[src/rtl/bullet_pool_gen.sv]
// rtl/bullet_pool_gen.sv - pooled bullet spawner/mover with LFSR lane select
module bullet_pool_gen #(
  parameter int          NUM_BULLETS  = 4,
  parameter int          SCREEN_WIDTH = 160,
  parameter int          SPAWN_PERIOD = 25_000_000,
  parameter int          MOVE_PERIOD  = 5_000_000,
  parameter int          STEP         = 1,
  parameter int          LANE_Y0      = 61,
  parameter int          LANE_Y1      = 71,
  parameter int          LANE_Y2      = 81,
  parameter int          LANE_Y3      = 91,
  parameter logic [15:0] LFSR_SEED    = 16'hACE1
) (
  input  logic                     CLOCK_50,
  input  logic                     resetn,
  input  logic                     enable,
  input  logic                     player_collision,
  input  logic                     dir,
  input  logic [NUM_BULLETS-1:0]   bullet_hit,
  output logic [8*NUM_BULLETS-1:0] bullet_x,
  output logic [7*NUM_BULLETS-1:0] bullet_y,
  output logic [NUM_BULLETS-1:0]   bullet_active,
  output logic [3*NUM_BULLETS-1:0] bullet_color,
  output logic [7:0]               drop_count
);
  localparam int              SW         = $clog2(SPAWN_PERIOD);
  localparam int              MW         = $clog2(MOVE_PERIOD);
  localparam logic [SW-1:0]   SPAWN_LAST = SW'(SPAWN_PERIOD - 1);
  localparam logic [MW-1:0]   MOVE_LAST  = MW'(MOVE_PERIOD - 1);
  localparam logic [8:0]      X_MAX9     = 9'(SCREEN_WIDTH - 1);
  localparam logic [7:0]      X_MAX      = 8'(SCREEN_WIDTH - 1);
  localparam logic [8:0]      STEP9      = 9'(STEP);
  localparam logic [7:0]      STEP8      = 8'(STEP);

  logic [15:0]            r_lfsr;
  logic [SW-1:0]          r_spawn_cnt;
  logic [MW-1:0]          r_move_cnt;
  logic [7:0]             r_x [NUM_BULLETS];
  logic [6:0]             r_y [NUM_BULLETS];
  logic [NUM_BULLETS-1:0] r_act;
  logic [NUM_BULLETS-1:0] r_dir;
  logic [3*NUM_BULLETS-1:0] r_color;
  logic [7:0]             r_drop;

  logic                   w_run;
  logic                   w_spawn_tick;
  logic                   w_move_tick;
  logic                   w_found;
  logic [6:0]             w_lane_y;
  logic [NUM_BULLETS-1:0] w_spawn_oh;
  logic [NUM_BULLETS-1:0] w_act_nxt;
  logic [NUM_BULLETS-1:0] w_dir_nxt;
  logic [7:0]             w_x_nxt [NUM_BULLETS];
  logic [6:0]             w_y_nxt [NUM_BULLETS];

  assign w_run        = enable && !player_collision;
  assign w_spawn_tick = w_run && (r_spawn_cnt == SPAWN_LAST);
  assign w_move_tick  = w_run && (r_move_cnt == MOVE_LAST);

  always_comb begin
    case (r_lfsr[1:0])
      2'd0:    w_lane_y = 7'(LANE_Y0);
      2'd1:    w_lane_y = 7'(LANE_Y1);
      2'd2:    w_lane_y = 7'(LANE_Y2);
      default: w_lane_y = 7'(LANE_Y3);
    endcase
  end

  // Slots being hit this cycle are excluded so a cleared slot is never refilled at once.
  always_comb begin
    w_spawn_oh = '0;
    w_found    = 1'b0;
    for (int i = 0; i < NUM_BULLETS; i++) begin
      if (!r_act[i] && !bullet_hit[i] && !w_found) begin
        w_spawn_oh[i] = 1'b1;
        w_found       = 1'b1;
      end
    end
  end

  always_comb begin
    for (int i = 0; i < NUM_BULLETS; i++) begin
      w_act_nxt[i] = r_act[i];
      w_dir_nxt[i] = r_dir[i];
      w_x_nxt[i]   = r_x[i];
      w_y_nxt[i]   = r_y[i];
      if (player_collision) begin
        w_act_nxt[i] = 1'b0;
        w_x_nxt[i]   = 8'd0;
      end else if (enable) begin
        if (bullet_hit[i]) begin
          w_act_nxt[i] = 1'b0;
        end else if (w_spawn_tick && w_spawn_oh[i]) begin
          w_act_nxt[i] = 1'b1;
          w_dir_nxt[i] = dir;
          w_x_nxt[i]   = dir ? X_MAX : 8'd0;
          w_y_nxt[i]   = w_lane_y;
        end else if (w_move_tick && r_act[i]) begin
          if (!r_dir[i]) begin
            if ({1'b0, r_x[i]} + STEP9 > X_MAX9) w_act_nxt[i] = 1'b0;
            else                                  w_x_nxt[i]   = r_x[i] + STEP8;
          end else begin
            if (r_x[i] < STEP8) w_act_nxt[i] = 1'b0;
            else                w_x_nxt[i]   = r_x[i] - STEP8;
          end
        end
      end
    end
  end

  always_ff @(posedge CLOCK_50 or negedge resetn) begin
    if (!resetn) begin
      r_lfsr      <= LFSR_SEED;
      r_spawn_cnt <= '0;
      r_move_cnt  <= '0;
      r_act       <= '0;
      r_dir       <= '0;
      r_color     <= '1;
      r_drop      <= 8'd0;
      for (int i = 0; i < NUM_BULLETS; i++) begin
        r_x[i] <= 8'd0;
        r_y[i] <= 7'(LANE_Y1);
      end
    end else begin
      r_lfsr <= {r_lfsr[14:0], r_lfsr[15] ^ r_lfsr[13] ^ r_lfsr[12] ^ r_lfsr[10]};
      if (w_run) begin
        r_spawn_cnt <= w_spawn_tick ? '0 : r_spawn_cnt + SW'(1);
        r_move_cnt  <= w_move_tick ? '0 : r_move_cnt + MW'(1);
      end
      if (w_spawn_tick && !w_found && r_drop != 8'hFF) r_drop <= r_drop + 8'd1;
      r_act <= w_act_nxt;
      r_dir <= w_dir_nxt;
      for (int i = 0; i < NUM_BULLETS; i++) begin
        r_x[i]             <= w_x_nxt[i];
        r_y[i]             <= w_y_nxt[i];
        r_color[3*i +: 3]  <= w_act_nxt[i] ? 3'b001 : 3'b111;
      end
    end
  end

  always_comb begin
    bullet_x = '0;
    bullet_y = '0;
    for (int i = 0; i < NUM_BULLETS; i++) begin
      bullet_x[8*i +: 8] = r_x[i];
      bullet_y[7*i +: 7] = r_y[i];
    end
  end

  assign bullet_active = r_act;
  assign bullet_color  = r_color;
  assign drop_count    = r_drop;
endmodule
[config.mk]
export PLATFORM = sky130hd
export DESIGN_NAME = bullet_pool_gen
export DESIGN_NICKNAME = d
export VERILOG_FILES = /design/src/rtl/bullet_pool_gen.sv
export SDC_FILE = /design/constraint.sdc
export NUM_CORES = 1
export LEC_CHECK = 0
export ABC_AREA = 1
export BUFFER_PORTS_ARGS = -buffer_cell sky130_fd_sc_hd__clkbuf_2
export CAP_MARGIN = 20
export CORE_ASPECT_RATIO = 1.1
export CORE_MARGIN = 5
export CORE_UTILIZATION = 61
export DETAILED_ROUTE_END_ITERATION = 7
export PLACE_DENSITY = 0.87
export RECOVER_POWER = 25
export SLEW_MARGIN = 20
export SYNTH_ARGS = -nofsm -noshare
export SYNTH_HDL_FRONTEND = slang
export SYNTH_SLANG_ARGS = --single-unit
[constraint.sdc]
create_clock -name CLOCK_50 -period 3.1 [get_ports CLOCK_50]
set_input_delay 0.62 -clock CLOCK_50 [delete_from_list [all_inputs] [get_ports CLOCK_50]]
set_output_delay 0.62 -clock CLOCK_50 [all_outputs]
set_load 0.03 [all_outputs]
==> flow_summary.yaml <==
run_status:
  status: "complete, but fails checks"
  violations: "DRC, capacitance limit, slew limit"
sta:
  max_freq_ghz: 0.400
  fin_crit_sh_pct: 80.7
  hold_violations: 0
  whs_ns: 0.352
  finalSetupTns_ns: 0
  fin_ws_ns: 0.598
  setup_viol: 0
  slew_violations: 83
  finClkSkew_ns: 0.00828
  fin_crit_ns: 2.50
  rsz0062_at_grt: "false"
  slew_headroom_pct: -37.3
  worst_slew_pin_slew_ns: 2.06
cts:
  cts_max_path_buffers: 2
  cts_tree: "yes"
  cts_inserted_buffers: 17
  cts-resized-gates: 0
  cts.clk_slew.worst_paths_ns: 0.06
  postCtsHoldBufs: 0
  clock_sinks: 140
  clk_latency_ns: 0.43
  cts_setup_buffers: 0
  cts_root_buf: "clkbuf_16"
  htreeDepth: 4
setup_path:
  cp_max_fo: 9
  path_class: "reg2reg"
  reg2reg_to: "bullet_x[0]$_DFFE_PN0P_"
  setup.worst_path.end: "bullet_x[0]$_DFFE_PN0P_"
  required_ns: 3.41
  regToRegSetupSlack_ns: 0.60
  reg2reg_depth: 14
  crit_arrival_ns: 2.82
  r2r_start: "r_move_cnt[0]$_DFFE_PN0P_"
  end_kind: "flip-flop"
  startpoint: "r_move_cnt[0]$_DFFE_PN0P_"
  critPathLaunchType: "flip-flop"
cells_and_area:
  fin_nets: 1276
  fill_cells: 1118
  drive_gt1_share_pct: 14.4
  antennaDiodeCount: 0
  mostFrequentLayoutCell: "nand2_1"
  area_delta_synth_final_pct: 13.5
  final_cell_mix: "nand2_1, inv_1, dfrtp_1"
routing:
  avgViaCountPerCell: 5.77
  drtIter0Drc: 791
  drcViolationCount: 8
  wirelength_um: 22100
  wl_per_cell_um: 15.3
  vias: 8348
  dr.pass1.iters: 8
  ant_nets: 0
power_and_ir_drop:
  power.total_w: 0.00550
  power_density_nw_per_um2: 562
  p_leak_nw: 5.07
  ir_drop_v: 0.000342
global_routing:
  grt_usage_pct: 27.3
  grt_remaining_overflow: 0
  grt_max_degree: 84
  grt_pass1_wl_um: 36600
  antenna_found_initial: 0
  grt_pass1_vias: 7679
die:
  row_count: 45
  io_pins: 93
  chipHeight_um: 135
  die_x_um: 123
  fp.coreArea_um2: 13900
  die_area_um2: 16600
  initial_utilization_pct: 62.2
placement:
  place_congestion: 0.949
  io_buffers: 84
  pre_cts_ws_ns: 0.376
  hpwl_um: 15700
synth:
  synth-seq-cells: 140
  synthCells: 1164
  syn_area_um2: 8620
  avgSynthCellArea_um2: 7.40
  ys_types: 51
  yosysSeqAreaShare_pct: 41.0
  yosys_warnings: 0
job:
  max_cap_violations: 1
hold_path:
  hold_class: "reg2reg"
-- critical path, stage by stage, from the launching register on --
cell	delay, ns
dfrtp_1	0.35
ha_1	0.17
inv_1	0.05
nor2_2	0.15
nand4_1	0.12
nor2_1	0.22
nand2_1	0.16
nor2_1	0.42
nand2_1	0.09
nand3_1	0.09
nand2_1	0.07
clkinv_1	0.19
nand3_4	0.16
nand2_1	0.11
nand2_1	0.05
-- final cells by class --
| class | instances | area, um^2 | area share (%) |
|---|---|---|---|
| sequential | 140 | 3530 | 36.1 |
| tap | 188 | 235 | 2.40 |
| inverter | 137 | 538 | 5.50 |
| clock buffer | 19 | 443 | 4.53 |
| timing repair buffer | 93 | 500 | 5.12 |
| clock inverter | 13 | 165 | 1.69 |
| multi-input combinational | 858 | 4370 | 44.6 |
-- synth_stat cells, drive strengths merged --
cell type / n / share of area, %
nand2: 339 / 15
inv: 132 / 5.9
dfrtp: 116 / 34
nor2: 104 / 4.7
nand3: 81 / 5.4
o21ai: 81 / 4.7
nand4: 76 / 6.1
a21oi: 38 / 2.2
nor3: 37 / 2.3
dfstp: 24 / 7.3
xor2: 24 / 2.4
buf: 22 / 1.7
ha: 20 / 2.9
clkbuf: 14 / 0.64
nor4: 10 / 0.73
xnor2: 10 / 1.0
o21a: 8 / 0.70
clkinv: 5 / 0.35
nand3b: 4 / 0.35
a31oi: 3 / 0.22
a22oi: 2 / 0.17
o22ai: 2 / 0.15
o31ai: 2 / 0.17
a211oi: 1 / 0.087
a21o: 1 / 0.087
a311oi: 1 / 0.10
and2: 1 / 0.087
conb: 1 / 0.044
mux2: 1 / 0.13
nor3b: 1 / 0.087
o211a: 1 / 0.12
o21bai: 1 / 0.087
o32ai: 1 / 0.10
-- layer usage --
layer  share of wire (%)  up-vias  global-route usage [%]
met1                  42     3896                    36.3
met4                 2.4        0                    9.54
met2                  48      388                    44.1
met5                   0        -                       0
met3                 7.9       60                    5.99
li1                    -     4004                       -
-- registers in the layout, indices dropped and copies added, names as in the netlist --
signal         count
r_dir              4
r_spawn_cnt       25
r_lfsr            16
drop_count         8
bullet_color       4
bullet_x          32
bullet_active      4
bullet_y          24
r_move_cnt        23
-- where the power goes --
part           total, W  internal, W  switching [W]
sequential      0.00221      0.00197       0.000234
clock           0.00209      0.00129       0.000802
combinational   0.00120     0.000402       0.000797
-- logic make-up after synthesis --
group	synth area share, %
AND/OR/NAND/NOR	35.0
buffers and inverters	8.60
AO/OA/AOI/OAI	8.90
flip-flops	41.0
XOR/XNOR	3.46
adder cells (fa/ha/maj)	2.90
other	0.0435
multiplexers	0.131
-- worst min path at each step --
stage / from / endpoint / slack [ns] / cells past startpoint
floorplan: resetn / bullet_active[0]$_DFF_PN0_ / 0.32 / 0
global placement: r_lfsr[2]$_DFF_PN0_ / r_lfsr[3]$_DFF_PN0_ / 0.33 / 0
detailed placement: r_lfsr[14]$_DFF_PN0_ / r_lfsr[15]$_DFF_PN1_ / 0.34 / 0
CTS: resetn / drop_count[1]$_DFFE_PN0P_ / 0.27 / 1
global route: r_lfsr[14]$_DFF_PN0_ / r_lfsr[15]$_DFF_PN1_ / 0.36 / 0
finish: r_lfsr[8]$_DFF_PN0_ / r_lfsr[9]$_DFF_PN0_ / 0.35 / 0
-- metrics by stage --
stage / std cells / utilization [%] / instance area, um^2
6_report: 1448 / 70.6 / 9780
2_1_floorplan: 1171 / - / 8640
4_1_cts: 1448 / 70.7 / 9790
5_1_grt: 1448 / 70.6 / 9780
3_5_place_dp: 1416 / 66.3 / 9180
3_3_place_gp: 1416 / 66.3 / 9180
(Power assumes the default switching activity.)
